--- config.mk ---
export PLATFORM = sky130hd
export DESIGN_NAME = rr_arbiter_8_flat
export DESIGN_NICKNAME = d
export VERILOG_FILES = /design/src/rtl/rr_arbiter_8_pkg.sv /design/src/rtl/rr_arbiter_8_if.sv /design/src/rtl/rr_arbiter_8_rr_pick.sv /design/src/rtl/rr_arbiter_8.sv /design/src/flat_wrapper.sv
export SDC_FILE = /design/constraint.sdc
export NUM_CORES = 1
export LEC_CHECK = 0
export CORE_AREA = 2 2 63 65
export CTS_CLUSTER_SIZE = 14
export DETAILED_ROUTE_END_ITERATION = 10
export DIE_AREA = 0 0 65 67
export DONT_BUFFER_PORTS = 1
export HOLD_SLACK_MARGIN = 0.06
export PLACE_DENSITY = 0.63
export SLEW_MARGIN = 20
export SYNTH_ARGS = -nofsm -noshare
export SYNTH_HDL_FRONTEND = slang
export SYNTH_SLANG_ARGS = --single-unit
--- constraint.sdc ---
create_clock -name clk -period 8.36 [get_ports clk]
set_input_delay 2.09 -clock clk [delete_from_list [all_inputs] [get_ports clk]]
set_output_delay 2.09 -clock clk [all_outputs]
set_load 0.01 [all_outputs]
--- src/rtl/rr_arbiter_8_pkg.sv ---
// Shared definitions for the eight-requester round-robin arbiter.
// Contents: requester count, index width, FSM state type, index type.
package arb_pkg;

  localparam int unsigned N_REQ = 8;
  localparam int unsigned IDX_W = 3;

  typedef enum logic {IDLE, GRANT} arb_state_t;

  typedef logic [IDX_W-1:0] idx_t;

endpackage

--- src/rtl/rr_arbiter_8_if.sv ---
// Request/grant bundle between the requesters and rr_arbiter_8.
//   req       : request vector, bit i is requester i
//   gnt_idx   : index of current owner (select input of the 3-to-8 decoder)
//   gnt_valid : high while a grant is active
//   timeout   : one-cycle pulse when a grant is ended by the hold limit
// master = requester side, slave = arbiter side.
interface rr_arbiter_8_if;
  import arb_pkg::*;

  logic [N_REQ-1:0] req;
  idx_t             gnt_idx;
  logic             gnt_valid;
  logic             timeout;

  modport master (output req, input gnt_idx, input gnt_valid, input timeout);
  modport slave  (input req, output gnt_idx, output gnt_valid, output timeout);

endinterface

--- src/rtl/rr_arbiter_8_rr_pick.sv ---
// Combinational rotating-priority search.
//   req : request vector
//   ptr : highest-priority position; search order is ptr, ptr+1, ... ptr+7 (mod 8)
//   any : at least one request is set
//   idx : first set request in search order (0 when any is low)
module rr_pick
  import arb_pkg::*;
(
  input  logic [N_REQ-1:0] req,
  input  idx_t             ptr,
  output logic             any,
  output idx_t             idx
);

  idx_t pos;

  always_comb begin
    any = 1'b0;
    idx = '0;
    pos = '0;
    for (int unsigned i = 0; i < N_REQ; i++) begin
      pos = idx_t'(ptr + i[IDX_W-1:0]);
      if (!any && req[pos]) begin
        any = 1'b1;
        idx = pos;
      end
    end
  end

endmodule

--- src/rtl/rr_arbiter_8.sv ---
// Eight-requester round-robin arbiter with hold-time limit.
//   clk : rising-edge clock
//   rst : synchronous, active-high reset
//   bus : rr_arbiter_8_if.slave (req in; gnt_idx, gnt_valid, timeout out)
// Parameter MAX_HOLD (0..255): maximum consecutive granted cycles, 0 = unlimited.
// All outputs are registered; an IDLE cycle always separates two grants.
module rr_arbiter_8
  import arb_pkg::*;
#(
  parameter int unsigned MAX_HOLD = 16
) (
  input logic          clk,
  input logic          rst,
  rr_arbiter_8_if.slave bus
);

  localparam logic [7:0] HOLD_LIMIT = 8'(MAX_HOLD);

  arb_state_t state, state_d;
  idx_t       ptr, ptr_d;
  idx_t       gnt_idx, gnt_idx_d;
  logic       gnt_valid, gnt_valid_d;
  logic       timeout, timeout_d;
  logic [7:0] hold_cnt, hold_d;

  logic       pick_any;
  idx_t       pick_idx;
  logic       owner_req;
  logic       hold_limit;

  rr_pick u_pick (
    .req (bus.req),
    .ptr (ptr),
    .any (pick_any),
    .idx (pick_idx)
  );

  assign owner_req  = bus.req[gnt_idx];
  assign hold_limit = (MAX_HOLD != 0) && (hold_cnt == HOLD_LIMIT);

  always_ff @(posedge clk) begin
    if (rst) begin
      state     <= IDLE;
      ptr       <= '0;
      gnt_idx   <= '0;
      gnt_valid <= 1'b0;
      timeout   <= 1'b0;
      hold_cnt  <= '0;
    end else begin
      state     <= state_d;
      ptr       <= ptr_d;
      gnt_idx   <= gnt_idx_d;
      gnt_valid <= gnt_valid_d;
      timeout   <= timeout_d;
      hold_cnt  <= hold_d;
    end
  end

  always_comb begin
    state_d = state;
    case (state)
      IDLE:  if (pick_any) state_d = GRANT;
      GRANT: if (!owner_req || hold_limit) state_d = IDLE;
    endcase
  end

  // Next values for the registered outputs, pointer and hold counter.
  // A dropped request takes precedence over the hold limit, so a release
  // coinciding with the limit is a normal one without a timeout pulse.
  always_comb begin
    ptr_d       = ptr;
    gnt_idx_d   = gnt_idx;
    gnt_valid_d = gnt_valid;
    timeout_d   = 1'b0;
    hold_d      = hold_cnt;
    case (state)
      IDLE: begin
        if (pick_any) begin
          gnt_idx_d   = pick_idx;
          gnt_valid_d = 1'b1;
          hold_d      = 8'd1;
        end
      end
      GRANT: begin
        if (!owner_req) begin
          gnt_valid_d = 1'b0;
          ptr_d       = idx_t'(gnt_idx + 3'd1);
        end else if (hold_limit) begin
          gnt_valid_d = 1'b0;
          ptr_d       = idx_t'(gnt_idx + 3'd1);
          timeout_d   = 1'b1;
        end else if (hold_cnt != 8'hFF) begin
          hold_d = hold_cnt + 8'd1;
        end
      end
    endcase
  end

  assign bus.gnt_idx   = gnt_idx;
  assign bus.gnt_valid = gnt_valid;
  assign bus.timeout   = timeout;

endmodule

--- src/flat_wrapper.sv ---
// flat-port wrapper written by rule: the top's interface ports become plain ports
module rr_arbiter_8_flat import arb_pkg::*;
#(
  parameter int unsigned MAX_HOLD = 16
)
  (clk, rst, bus_req, bus_gnt_idx, bus_gnt_valid, bus_timeout);
  rr_arbiter_8_if bus_i ();
  input logic clk;
  input logic rst;
  input wire logic [$bits(bus_i.req)-1:0] bus_req;
  output wire logic [$bits(bus_i.gnt_idx)-1:0] bus_gnt_idx;
  output wire logic [$bits(bus_i.gnt_valid)-1:0] bus_gnt_valid;
  output wire logic [$bits(bus_i.timeout)-1:0] bus_timeout;
  assign bus_i.req = bus_req;
  assign bus_gnt_idx = bus_i.gnt_idx;
  assign bus_gnt_valid = bus_i.gnt_valid;
  assign bus_timeout = bus_i.timeout;
  rr_arbiter_8 #(.MAX_HOLD(MAX_HOLD)) u_core (.clk(clk), .rst(rst), .bus(bus_i));
endmodule
; ---- After elaboration in Yosys (flattened, before gate mapping)
; Cells that the tools add are included.
[totals]
in_bits = 10
elab_cells = 104
ff_bits = 17
[op_classes]
muxes = 49
magnitude_cmp = 9
n_reduce_logical = 21
bitwise = 2
n_addsub = 9
n_eq_ne = 8
[op_table]
columns = operator, count
row1 = $lt 3x4->1 const B, 9
row2 = $mux 8, 4
row3 = $mux 3, 10
row4 = $bmux 1 s3, 9
row5 = $mux 1, 23
row6 = $pmux 8 s2, 1
row7 = $add 3x3->3 const B, 4
row8 = $add 8x1->8 const B, 1
row9 = $eq 8x5->1 const B, 1
row10 = $logic_not 1->1, 8
row11 = $ne 2x2->1 const B, 4
row12 = $ne 8x8->1 const B, 1
row13 = $logic_and 1x1->1, 7
row14 = $add 3x1->3 const B, 2
row15 = $add 3x2->3 const B, 2
row16 = $reduce_and 2->1, 3
row17 = $pmux 1 s2, 2
row18 = $reduce_and 4->1, 1
row19 = $ne 3x3->1 const B, 1
row20 = $reduce_or 3->1, 1
row21 = $ne 2x1->1 const B, 1
row22 = $not 1->1, 2
row23 = $logic_or 1x1->1, 1

; ---- Depth between registers and ports, before layout
[depth]
depth_word = 26
ltp_mapped = 12
ltp_nobuf = 9

; ---- Hierarchy
; Synthesis repeated with hierarchy kept, for this count alone.
[hier_totals]
cells_unflattened = 223
area_unflattened_um2 = 1985.7
[modules_own_cells]
columns = module, cells_per_inst, n_inst, area_each_um2, seq_area_each_um2
row1 = rr_pick, 121, 1, 1081.0, 0.0
row2 = rr_arbiter_8, 102, 1, 904.6, 340.3

; ---- Worst setup path before layout
; OpenSTA, ideal clock, no wires.
[synth_path]
path_kind = in2reg
from = input port bus_req[5]
to = register u_core.hold_cnt[3]
setup_time_ns = 0.120
t_arrival_ns = 3.606
path_slack_ns = 4.635
cell_stages = 7
cell_sequence = mux4_2 -> mux2_2 -> nor2_4 -> nand4b_4 -> o2111ai_1 -> xor2_1 -> nor2_1
[synth_between]
elab_chain_cells = 26
word_cells_on_any_way = 43
cone_classes = eq/ne: 2 / mux: 26 / reduce/logical: 15
[synth_rtl]
columns = element, line_no
row1 = start: declaration, flat_wrapper.sv:10  ; input wire logic [$bits(bus_i.req)-1:0] bus_req;
row2 = $bmux 1 s3, rr_arbiter_8_rr_pick.sv:23  ; if (!any && req[pos]) begin
row3 = $mux 1 (implied by the code), rr_arbiter_8_rr_pick.sv:23
row4 = $mux 1, rr_arbiter_8_rr_pick.sv:23
row5 = $logic_not 1->1, rr_arbiter_8_rr_pick.sv:23
row6 = $logic_and 1x1->1, rr_arbiter_8_rr_pick.sv:23
row7 = $mux 1, rr_arbiter_8_rr_pick.sv:23
row8 = $logic_not 1->1, rr_arbiter_8_rr_pick.sv:23
row9 = $logic_and 1x1->1, rr_arbiter_8_rr_pick.sv:23
row10 = [... 10 more ...], --
row11 = $logic_not 1->1, rr_arbiter_8_rr_pick.sv:23
row12 = $logic_and 1x1->1, rr_arbiter_8_rr_pick.sv:23
row13 = $mux 1, rr_arbiter_8_rr_pick.sv:23
row14 = $logic_not 1->1, rr_arbiter_8_rr_pick.sv:23
row15 = $logic_and 1x1->1, rr_arbiter_8_rr_pick.sv:23
row16 = $mux 1, rr_arbiter_8_rr_pick.sv:23
row17 = $ne 2x1->1 (no source line), --
row18 = $reduce_and 4->1 (no source line) *, --
row19 = end signal: assignment, rr_arbiter_8.sv:55  ; hold_cnt <= hold_d;
row20 = end: declaration, rr_arbiter_8.sv:24  ; logic [7:0] hold_cnt, hold_d;
; Mark *: on every way between the ends. The rest lies on a longest branch, timed or not. The select of a mux whose other input is x is not followed.
; A chain may end at the register's enable or synchronous reset.

; ---- Final worst setup path
[layout_path]
from = input port bus_req[5]
to = register u_core.hold_cnt[5]
; Same word-level chain as after synthesis.

==> run_results.csv <==
group,metric,value,unit
final_layout,nets,204,
power,p_total,530,uW
sta,hold_viol,0,
logic_synthesis,synth-simple-area-share,22.1,%
global_route,grt_max_degree,20,
final_layout,drive_above_1_share,18.1,%
sta,skew,0.00402,ns
logic_synthesis,post_synth.cell_area_avg,9.22,sq um
placed_design,port_buffers,0,
logic_synthesis,synth_edf_count,0,
sta,period_share,43.9,%
die,rows,22,
status,status,"completed",
die,core,3610,sq um
global_route,grt_pass1_vias,1551,
logic_synthesis,synth.most_common_cell,"nor2_1",
clock_network,cts.sinks,17,
global_route,grt-busiest-layer,"met2",
logic_synthesis,synth-adder-area-share,3.57,%
clock_network,cts_root_buf,"clkbuf_8",
sta,timing.fmax,272,MHz
routing,vias_per_cell,6.67,
sta,fin_ws,4.69,ns
power,power_density,290,nW/um^2
logic_synthesis,synth.area.mux_share,25.6,%
die,initial_utilization,48.6,%
logic_synthesis,synthArstFlopShare,0,%
critical_path,cp_max_fo,9,
sta,tns,0,ns
clock_network,holdBufCountCts,0,
logic_synthesis,synth_top_area_share,19.4,%
critical_path,worstPathRequired,8.51,ns
sta,period_needed,3.67,ns
clock_network,cts_tree,"yes",
routing,first_iter_violations,142,
final_layout,fin_util,50.7,%
critical_path,crit_path_end_kind,"register",
routing,wl_per_cell,17.9,microns
die,die-area,4360,sq um
logic_synthesis,synth_commonest_cells,"nor2_1 (19), dfxtp_1 (17), nand2_1 (13), mux4_2 (12), mux2i_1 (11)",
job,maxCapViolCount,0,
sta,drv_slew,0,
logic_synthesis,synthXorXnorAreaFrac,5.93,%
die,fp.dieW,65,microns
die,ios,15,
clock_network,numCtsBuffers,3,
global_route,grt.overflow.total,0,
sta,grt_setup_unrepaired,"false",
logic_synthesis,yosys.area.top_type,"dfxtp_1",
placed_design,hpwl,3.17,mm
logic_synthesis,synth_cell_types,55,
power,irDropWorstVdd,0.155,mV
sta,setup-violations-final,0,
critical_path,worstPathArrival,3.82,ns
worst_hold_path,holdCritPathClass,"reg -> reg",
clock_network,clk_latency,0.26,ns
sta,slew_headroom,57.6,%
routing,num_vias,1574,
logic_synthesis,syn-cell-area,1750,sq um
clock_network,clk_pin_slew_worst_paths,0.07,ns
global_route,met3_usage,4.05,%
clock_network,cts_buffer_depth,2,
clock_network,cts.repair.resized,0,
routing,ant_nets,0,
die,die_h,67,microns
logic_synthesis,synth_top_family_by_area,"multiplexers",
sta,tightestPinTransition,0.636,ns
routing,drt_pass1_iterations,5,
logic_synthesis,synth_ff_type,"dfxtp_1",
routing,wl,4.23,mm
final_layout,n_antenna_cell,0,
critical_path,setup.worst_path.start_class,"primary input",
global_route,gr-usage-met2,33.9,%
global_route,grt_antenna_before_repair,0,
logic_synthesis,ys_seq_area_share,19.4,%
logic_synthesis,synthTopCellsByArea,"dfxtp_1 (19%), mux4_2 (15%), mux2i_1 (6.3%), nor2_1 (4.1%), ha_1 (3.6%)",
global_route,grt_pass1_wl,7.18,mm
clock_network,cts-htree-levels,1,
placed_design,place_ws,4.46,ns
logic_synthesis,synth-seq-cells,17,
clock_network,cts_setup_buffers,0,
critical_path,path_class,"in -> reg",
final_layout,fill_cells,329,
logic_synthesis,syn_inst,190,
logic_synthesis,synth_fp_nets,205,
sta,hold_ws,0.520,ns
logic_synthesis,synth_compound_area_share,19.1,%
power,p_leak,0.000646,uW
global_route,grt_use_met1,27.7,%
placed_design,gp_congestion,0.882,
global_route,track_usage,21.2,%
final_layout,syn2layout_area_growth,4.36,%
routing,drc,0,
logic_synthesis,synth_warnings,0,
[stage by stage]
step	cells	area [sq um]
2_1_floorplan	190	1750
3_3_place_gp	232	1780
3_5_place_dp	232	1780
4_1_cts	236	1830
5_1_grt	236	1830
6_report	236	1830
[layout make-up]
cell class	count	area, sq um	share of cell area, %
clock buffers	3	41.3	2.26
clock inverters	1	5.00	0.274
inverters	8	30.0	1.64
multi-input cells	157	1340	73.1
flip-flops and latches	17	340	18.6
well taps	48	60.1	3.29
repair buffers	2	15.0	0.821
[kinds of logic (layout without fill, tap and decap cells)]
group,count (synthesis),in the layout
mux,28,28
xor+xnor,11,11
simple gates,68,68
flops,17,17
compound gates,45,45
buf+inv,16,14
fa+ha+maj,5,5
[worst paths after layout]
kind                      startpoint                     to  slack, ns  cells after the start
setup reg to reg       u_core.ptr[1]  u_core.bus.gnt_idx[1]       4.79                      9
setup / recovery          bus_req[5]     u_core.hold_cnt[5]       4.69                      7
hold reg to reg   u_core.hold_cnt[1]     u_core.hold_cnt[1]       0.52                      2
hold / removal    u_core.hold_cnt[1]     u_core.hold_cnt[1]       0.52                      2
[report_power, final]
| group | switching, uW | internal [uW] |
|---|---|---|
| sequential | 30.3 | 94.7 |
| clock | 29.4 | 33.1 |
| combinational | 192 | 151 |
| total | 252 | 279 |
[flip-flops by register name, indices dropped and copies added, names as in the netlist]
name / flops
u_core.hold_cnt: 8
u_core.state: 1
u_core.bus.gnt_idx: 3
u_core.bus.timeout: 1
u_core.bus.gnt_valid: 1
u_core.ptr: 3
[layer usage]
metal	wire, microns	part of all wire (%)
met3	360	8.5
met2	1950	46
met5	0	0
met1	1810	43
met4	111	2.6
[critical path, cell delays in order]
cell       delay (ns)
mux4_2           0.52
mux2i_4          0.26
nand2_1          0.14
nand4b_4         0.28
o2111ai_1        0.31
xor2_1           0.16
nor2_1           0.05
[layout by cell type (no fill, tap or decap), types with 2 or more instances in the layout]
cell       instances
nor2b_1            3
nor3b_2            2
inv_1              8
mux2_2             4
nand2_1           13
o21ai_2            2
a22o_1             2
nor2_1            19
dfxtp_1           17
xnor2_1            3
o2111ai_1          2
o211ai_1           4
a31oi_1            2
mux4_2            12
clkbuf_8           3
nand3b_1           2
nand2b_1           3
ha_1               5
a21oi_1            5
nor3_1             4
a41oi_1            3
mux2i_1           11
nand3_1            5
a211oi_1           4
o21ai_0            8
xor2_1             7
and3_1             6
and2_1             2
nor4bb_1           2
buf_4              2
Note: power is estimated with default switching activity, not from simulation.
==> RTL change 1, RTL diff (config.mk and constraints unchanged) <==
`IDX_W`: 3 -> 4.
--- a/src/rtl/rr_arbiter_8_pkg.sv
+++ b/src/rtl/rr_arbiter_8_pkg.sv
@@ -5,3 +5,3 @@
   localparam int unsigned N_REQ = 8;
-  localparam int unsigned IDX_W = 3;
+  localparam int unsigned IDX_W = 4;
 
Ports: changed (resized bus_gnt_idx); port bits go from 15 to 16. No check against the original RTL was run, so the function may have changed too.
==> RTL change 1 against the original RTL <==
  * Synthesized area is 23% higher
  * Power is 22% higher
  * Setup slack worse by 340 ps
  * Routed wire length is 23% higher
  * Sequential cell count is 2 higher
  * Design area is 20% higher
  * Worst hold slack worse by 17 ps
==> RTL change 1: results (changes against the original RTL) <==
| Metric | Value |
|---|---|
| Met1 usage | `37.82% (+10 points)` |
| CP max FO | `13 (+4)` |
| Wire length of the first global-routing pass | `8707 um (+21%)` |
| Post-synth top cells | `dfxtp_1, nor2_1, nand2_1` |
| HP Start | `u_core.hold_cnt[6]` |
| Met2 Track Usage GR | `40.59% (+6.7 points)` |
| Met1 wire length | `2446 um (+35%)` |
| Routed length on met3 | `403 um (+12%)` |
| Count of TritonRoute iterations in the first routing pass | `4 (-1)` |
| Post-CTS Repair Setup Buffers | `0 (unchanged)` |
| Placed Instances | `279 (+20%)` |
| Met2 WL post-DR | `2315 um (+19%)` |
| Layout net count | `256 (+25%)` |
| Maximum vdd ir drop | `0.1752 mV (+13%)` |
| Seq/Total Area, Yosys | `17.61% (-1.8 points)` |
| Critical path's top delay family | `compound AO/OA/AOI/OAI gates` |
| CP peak stage delay | `560 ps (+40 ps)` |
| Post-DP HPWL | `3889 um (+23%)` |
| Leak pwr | `0.7687 nW (+19%)` |
| Setup TNS | `0 ps (unchanged)` |
| All-Layer GR Usage | `25.98% (+4.8 points)` |
| Routed WL | `5199 um (+23%)` |
| Status | `complete, no violations` |
| Slew @ Worst Pin | `758.5 ps (+122.8 ps)` |
| Clock Skews | `4.146 ps (+0.1220 ps)` |
| Vias in the first global route | `1755 (+13%)` |
| Top cells by area, synth | `dfxtp_1, mux4_2, mux4_1, ha_1, mux2_2` |
| Launch point of the worst path | `bus_req[4]` |
| PwrDens | `296.7 nW/um2 (+2.3%)` |
| Top flop regs | `u_core.hold_cnt x8, u_core.bus.gnt_idx x4, u_core.ptr x4` |
| Syn Area/Cell | `8.887 um2 (-3.6%)` |
| Area post-placement | `2136 um2 (+20%)` |
| Asr flop ratio synth | `0% (unchanged)` |
| Gpl congestion | `0.9733 (+10%)` |
| CTS resizes | `0 (unchanged)` |
| Layout cells sized above 1 | `18.72% (+0.64 points)` |
| Yosys cell types | `65 (+18%)` |
| Arr. time, crit path | `4150 ps (+330 ps)` |
| Pre-CTS setup slack | `4122 ps (-340.3 ps)` |
| Initial DRC count | `157 (+11%)` |
| Vias per inst | `6.792 (+1.8%)` |
| Pin count of the biggest net entering global routing | `25 (+25%)` |
| Met3 GRT Util | `4.730% (+0.68 points)` |
| Psw | `0.0003211 W (+28%)` |
| Clock transition at the registers of the reported paths | `70 ps (about the same)` |
| Fillers | `334 (+1.5%)` |
| Vias | `1922 (+22%)` |
==> RTL change 1: cell count changes in the layout (fill, tap and decap cells not counted), sizes merged, moves of 4 or more <==
cell	before	now
a21oi	5	17
mux2	4	10
nand2	13	19
a211oi	4	9
ha	5	10
mux2i	12	7
xor2	8	3
inv	8	12
o22ai	0	4
o31ai	0	4
==> RTL change 1: worst paths after layout <==
| check | end | cells after the start | slack, ps |
|---|---|---|---|
| max reg2reg | u_core.bus.gnt_idx[3] | 9 | 4440 |
| min reg2reg | u_core.hold_cnt[6] | 2 | 500 |
| min | u_core.hold_cnt[6] | 2 | 500 |
| max | u_core.bus.gnt_idx[3] | 7 | 4350 |
==> RTL change 1: final cells by class <==
cell class,instances,area share (%)
inverter,12,2.062
multi-input combinational,198,74.86
tap,48,2.749
sequential,19,17.41
clock inverter,1,0.3436
clock buffer,3,1.890
timing repair buffer,2,0.6873
==> RTL change 1: power groups by stage <==
stage          Combinational, W  Sequential (W)   Clock, W
6_report               0.000441        0.000143  0.0000636
5_1_grt                0.000478        0.000147  0.0000697
4_1_cts                0.000432        0.000143  0.0000656
3_5_place_dp           0.000428        0.000146          0
3_3_place_gp           0.000424        0.000145          0
2_1_floorplan          0.000373        0.000128          0
==> RTL change 1: kinds of logic (layout without fill, tap and decap cells) <==
| family | after synthesis | in the layout | synth area share (%) |
|---|---|---|---|
| AND/OR/NAND/NOR | 80 | 80 | 20.40 |
| flip-flops | 19 | 19 | 17.61 |
| AO/OA/AOI/OAI | 71 | 71 | 23.64 |
| buffers and inverters | 26 | 18 | 6.662 |
| adder cells (fa/ha/maj) | 10 | 10 | 5.794 |
| XOR/XNOR | 7 | 7 | 2.839 |
| multiplexers | 30 | 30 | 23.06 |
==> RTL change 2, RTL diff (config.mk and constraints unchanged) <==
Without the edit above. Make the reset (`rst`) asynchronous in one clocked block. Comments in the files are not updated.
--- a/src/rtl/rr_arbiter_8.sv
+++ b/src/rtl/rr_arbiter_8.sv
@@ -40,3 +40,3 @@
 
-  always_ff @(posedge clk) begin
+  always_ff @(posedge clk or posedge rst) begin
     if (rst) begin
Check against the original RTL: differs if rst is asserted again (counterexample within 4 cycles, from zero or initial values and one cycle with rst high); with rst held inactive, the same outputs for 10 cycles.
==> RTL change 2 against the original RTL <==
  * Routed wire length up 6.2%
  * Critical endpoint is now u_core.hold_cnt[3]
  * Highest routed layer unchanged
  * Non-clock buffer count down 2
  * Design area up 1.3%
  * Power up 64%
  * Critical path depth up 2
  * Sequential cell count unchanged
  * Die area unchanged
  * Synthesized area up 2.0%
  * Sequential power up 57%
  * Largest power group unchanged
  * Synthesized cell count up 2.1%
  * Setup slack worse by 740 ps
==> RTL change 2: results (changes against the original RTL) <==
| Metric | Value |
|---|---|
| Pre-CTS setup slack | `3943 ps (-519.0 ps)` |
| CTS resizes | `0 (unchanged)` |
| Clock Skews | `1.743 ps (-2.281 ps)` |
| Slew @ Worst Pin | `788.7 ps (+153.0 ps)` |
| Post-CTS Repair Setup Buffers | `0 (unchanged)` |
| Wire length of the first global-routing pass | `7479 um (+4.1%)` |
| H-tree lvl count | `1 (unchanged)` |
| Vias per inst | `6.597 (-1.1%)` |
| Ys flop type | `dfrtp_1` |
| CTS Buf Count | `3 (unchanged)` |
| Routed WL | `4490 um (+6.2%)` |
| All-Layer GR Usage | `22.76% (+1.5 points)` |
| Syn Area/Cell | `9.210 um2 (-0.10%)` |
| Top cells by area, synth | `dfrtp_1, mux4_2, mux2_2, mux2i_1, nand2_1` |
| Synth warn | `0 (unchanged)` |
| Count of TritonRoute iterations in the first routing pass | `4 (-1)` |
| Vias | `1570 (-0.25%)` |
| Asr flop ratio synth | `100.0% (+100 points)` |
| Post-DP HPWL | `3418 um (+7.8%)` |
| Ant. Diodes | `0 (unchanged)` |
| Post-synth top area share | `23.81% (+4.4 points)` |
| Clock transition at the registers of the reported paths | `70 ps (about the same)` |
| Initial DRC count | `79 (-44%)` |
| CTS Buffer Depth | `2 (unchanged)` |
| Placed Instances | `234 (+0.86%)` |
| Layout cells sized above 1 | `15.79% (-2.3 points)` |
| CP max FO | `23 (+14)` |
| Post-synth top cells | `nand2_1, dfrtp_1, nor2_1` |
| Status | `complete, no violations` |
| Yosys cell types | `52 (-5.5%)` |
| Pint | `0.0004245 W (+52%)` |
| Leak pwr | `0.6919 nW (+7.1%)` |
| Maximum vdd ir drop | `0.1961 mV (+26%)` |
| Top flop regs | `u_core.hold_cnt x8, u_core.bus.gnt_idx x3, u_core.ptr x3` |
| CTS root buffer | `clkbuf_8` |
| Layout net count | `206 (+0.98%)` |
| Vias in the first global route | `1471 (-5.2%)` |
| Gpl congestion | `0.8612 (-2.4%)` |
| Seq/Total Area, Yosys | `23.81% (+4.4 points)` |
| Pin count of the biggest net entering global routing | `24 (+20%)` |
| Arr. time, crit path | `4550 ps (+730 ps)` |
-- RTL change 2: changes by cell type in the layout (fill, tap and decap cells not counted), sizes merged, moves of 4 or more --
cell,change
a21oi,+6
nor2,-6
and3,-4
or3,+5
mux2,+9
o21ai,-5
xor2,-7
dfxtp,-17
dfrtp,+17
nand2,+7
-- RTL change 2: logic make-up after synthesis --
group | Yosys count | share of synthesized area (%)
compound gates | 43 | 17.44
xor+xnor | 6 | 2.941
fa+ha+maj | 5 | 3.501
buf+inv | 13 | 3.292
flops | 17 | 23.81
mux | 33 | 26.40
simple gates | 77 | 22.62
-- RTL change 2: cell type report --
type                            count  area (um2)
Tap cell                           48       60.06
Sequential cell                    17       425.4
Inverter                            5       18.77
Multi-Input combinational cell    164        1303
Fill cell                         344        1754
Clock buffer                        4       45.04
-- RTL change 2: power groups by stage --
stage          registers, W  logic (W)  clock network, W
2_1_floorplan      0.000145   0.000528                 0
3_3_place_gp       0.000194   0.000584                 0
3_5_place_dp       0.000196   0.000601                 0
4_1_cts            0.000195   0.000605         0.0000617
5_1_grt            0.000202   0.000673         0.0000658
6_report           0.000196   0.000611         0.0000617
-- RTL change 2: critical path, stage by stage, from the launching register on --
cell,delay (ps)
dfrtp_1,850
inv_1,360
ha_1,720
mux2_2,430
mux4_2,490
o211a_2,300
or4_4,470
o31ai_4,390
nor3_1,90
o21a_1,180
-- RTL change 2: per-stage QoR --
stage,instance area (um2),utilization [%]
6_report,1852,51.35
5_1_grt,1852,51.35
4_1_cts,1852,51.35
3_5_place_dp,1807,50.10
3_3_place_gp,1807,50.10
2_1_floorplan,1787,-
-- RTL change 2: final timing paths --
path	startpoint	endpoint	slack [ps]	depth (start not counted)
min in group asynchronous	rst	u_core.ptr[0]	1820	1
max reg2reg	u_core.ptr[0]	u_core.hold_cnt[3]	3950	9
min reg2reg	u_core.hold_cnt[1]	u_core.hold_cnt[1]	560	2
max	u_core.ptr[0]	u_core.hold_cnt[3]	3950	9
min	u_core.hold_cnt[1]	u_core.hold_cnt[1]	560	2
max in group asynchronous	rst	u_core.bus.gnt_valid	6120	1
-- RTL change 2: layer usage --
layer | up-vias | GRT usage (%) | part of all wire, %
met5 | - | 0 | 0
met4 | 0 | 3.723 | 0.56
met3 | 4 | 4.899 | 6.7
met2 | 57 | 38.40 | 48
met1 | 769 | 30.43 | 45
li1 | 740 | - | -
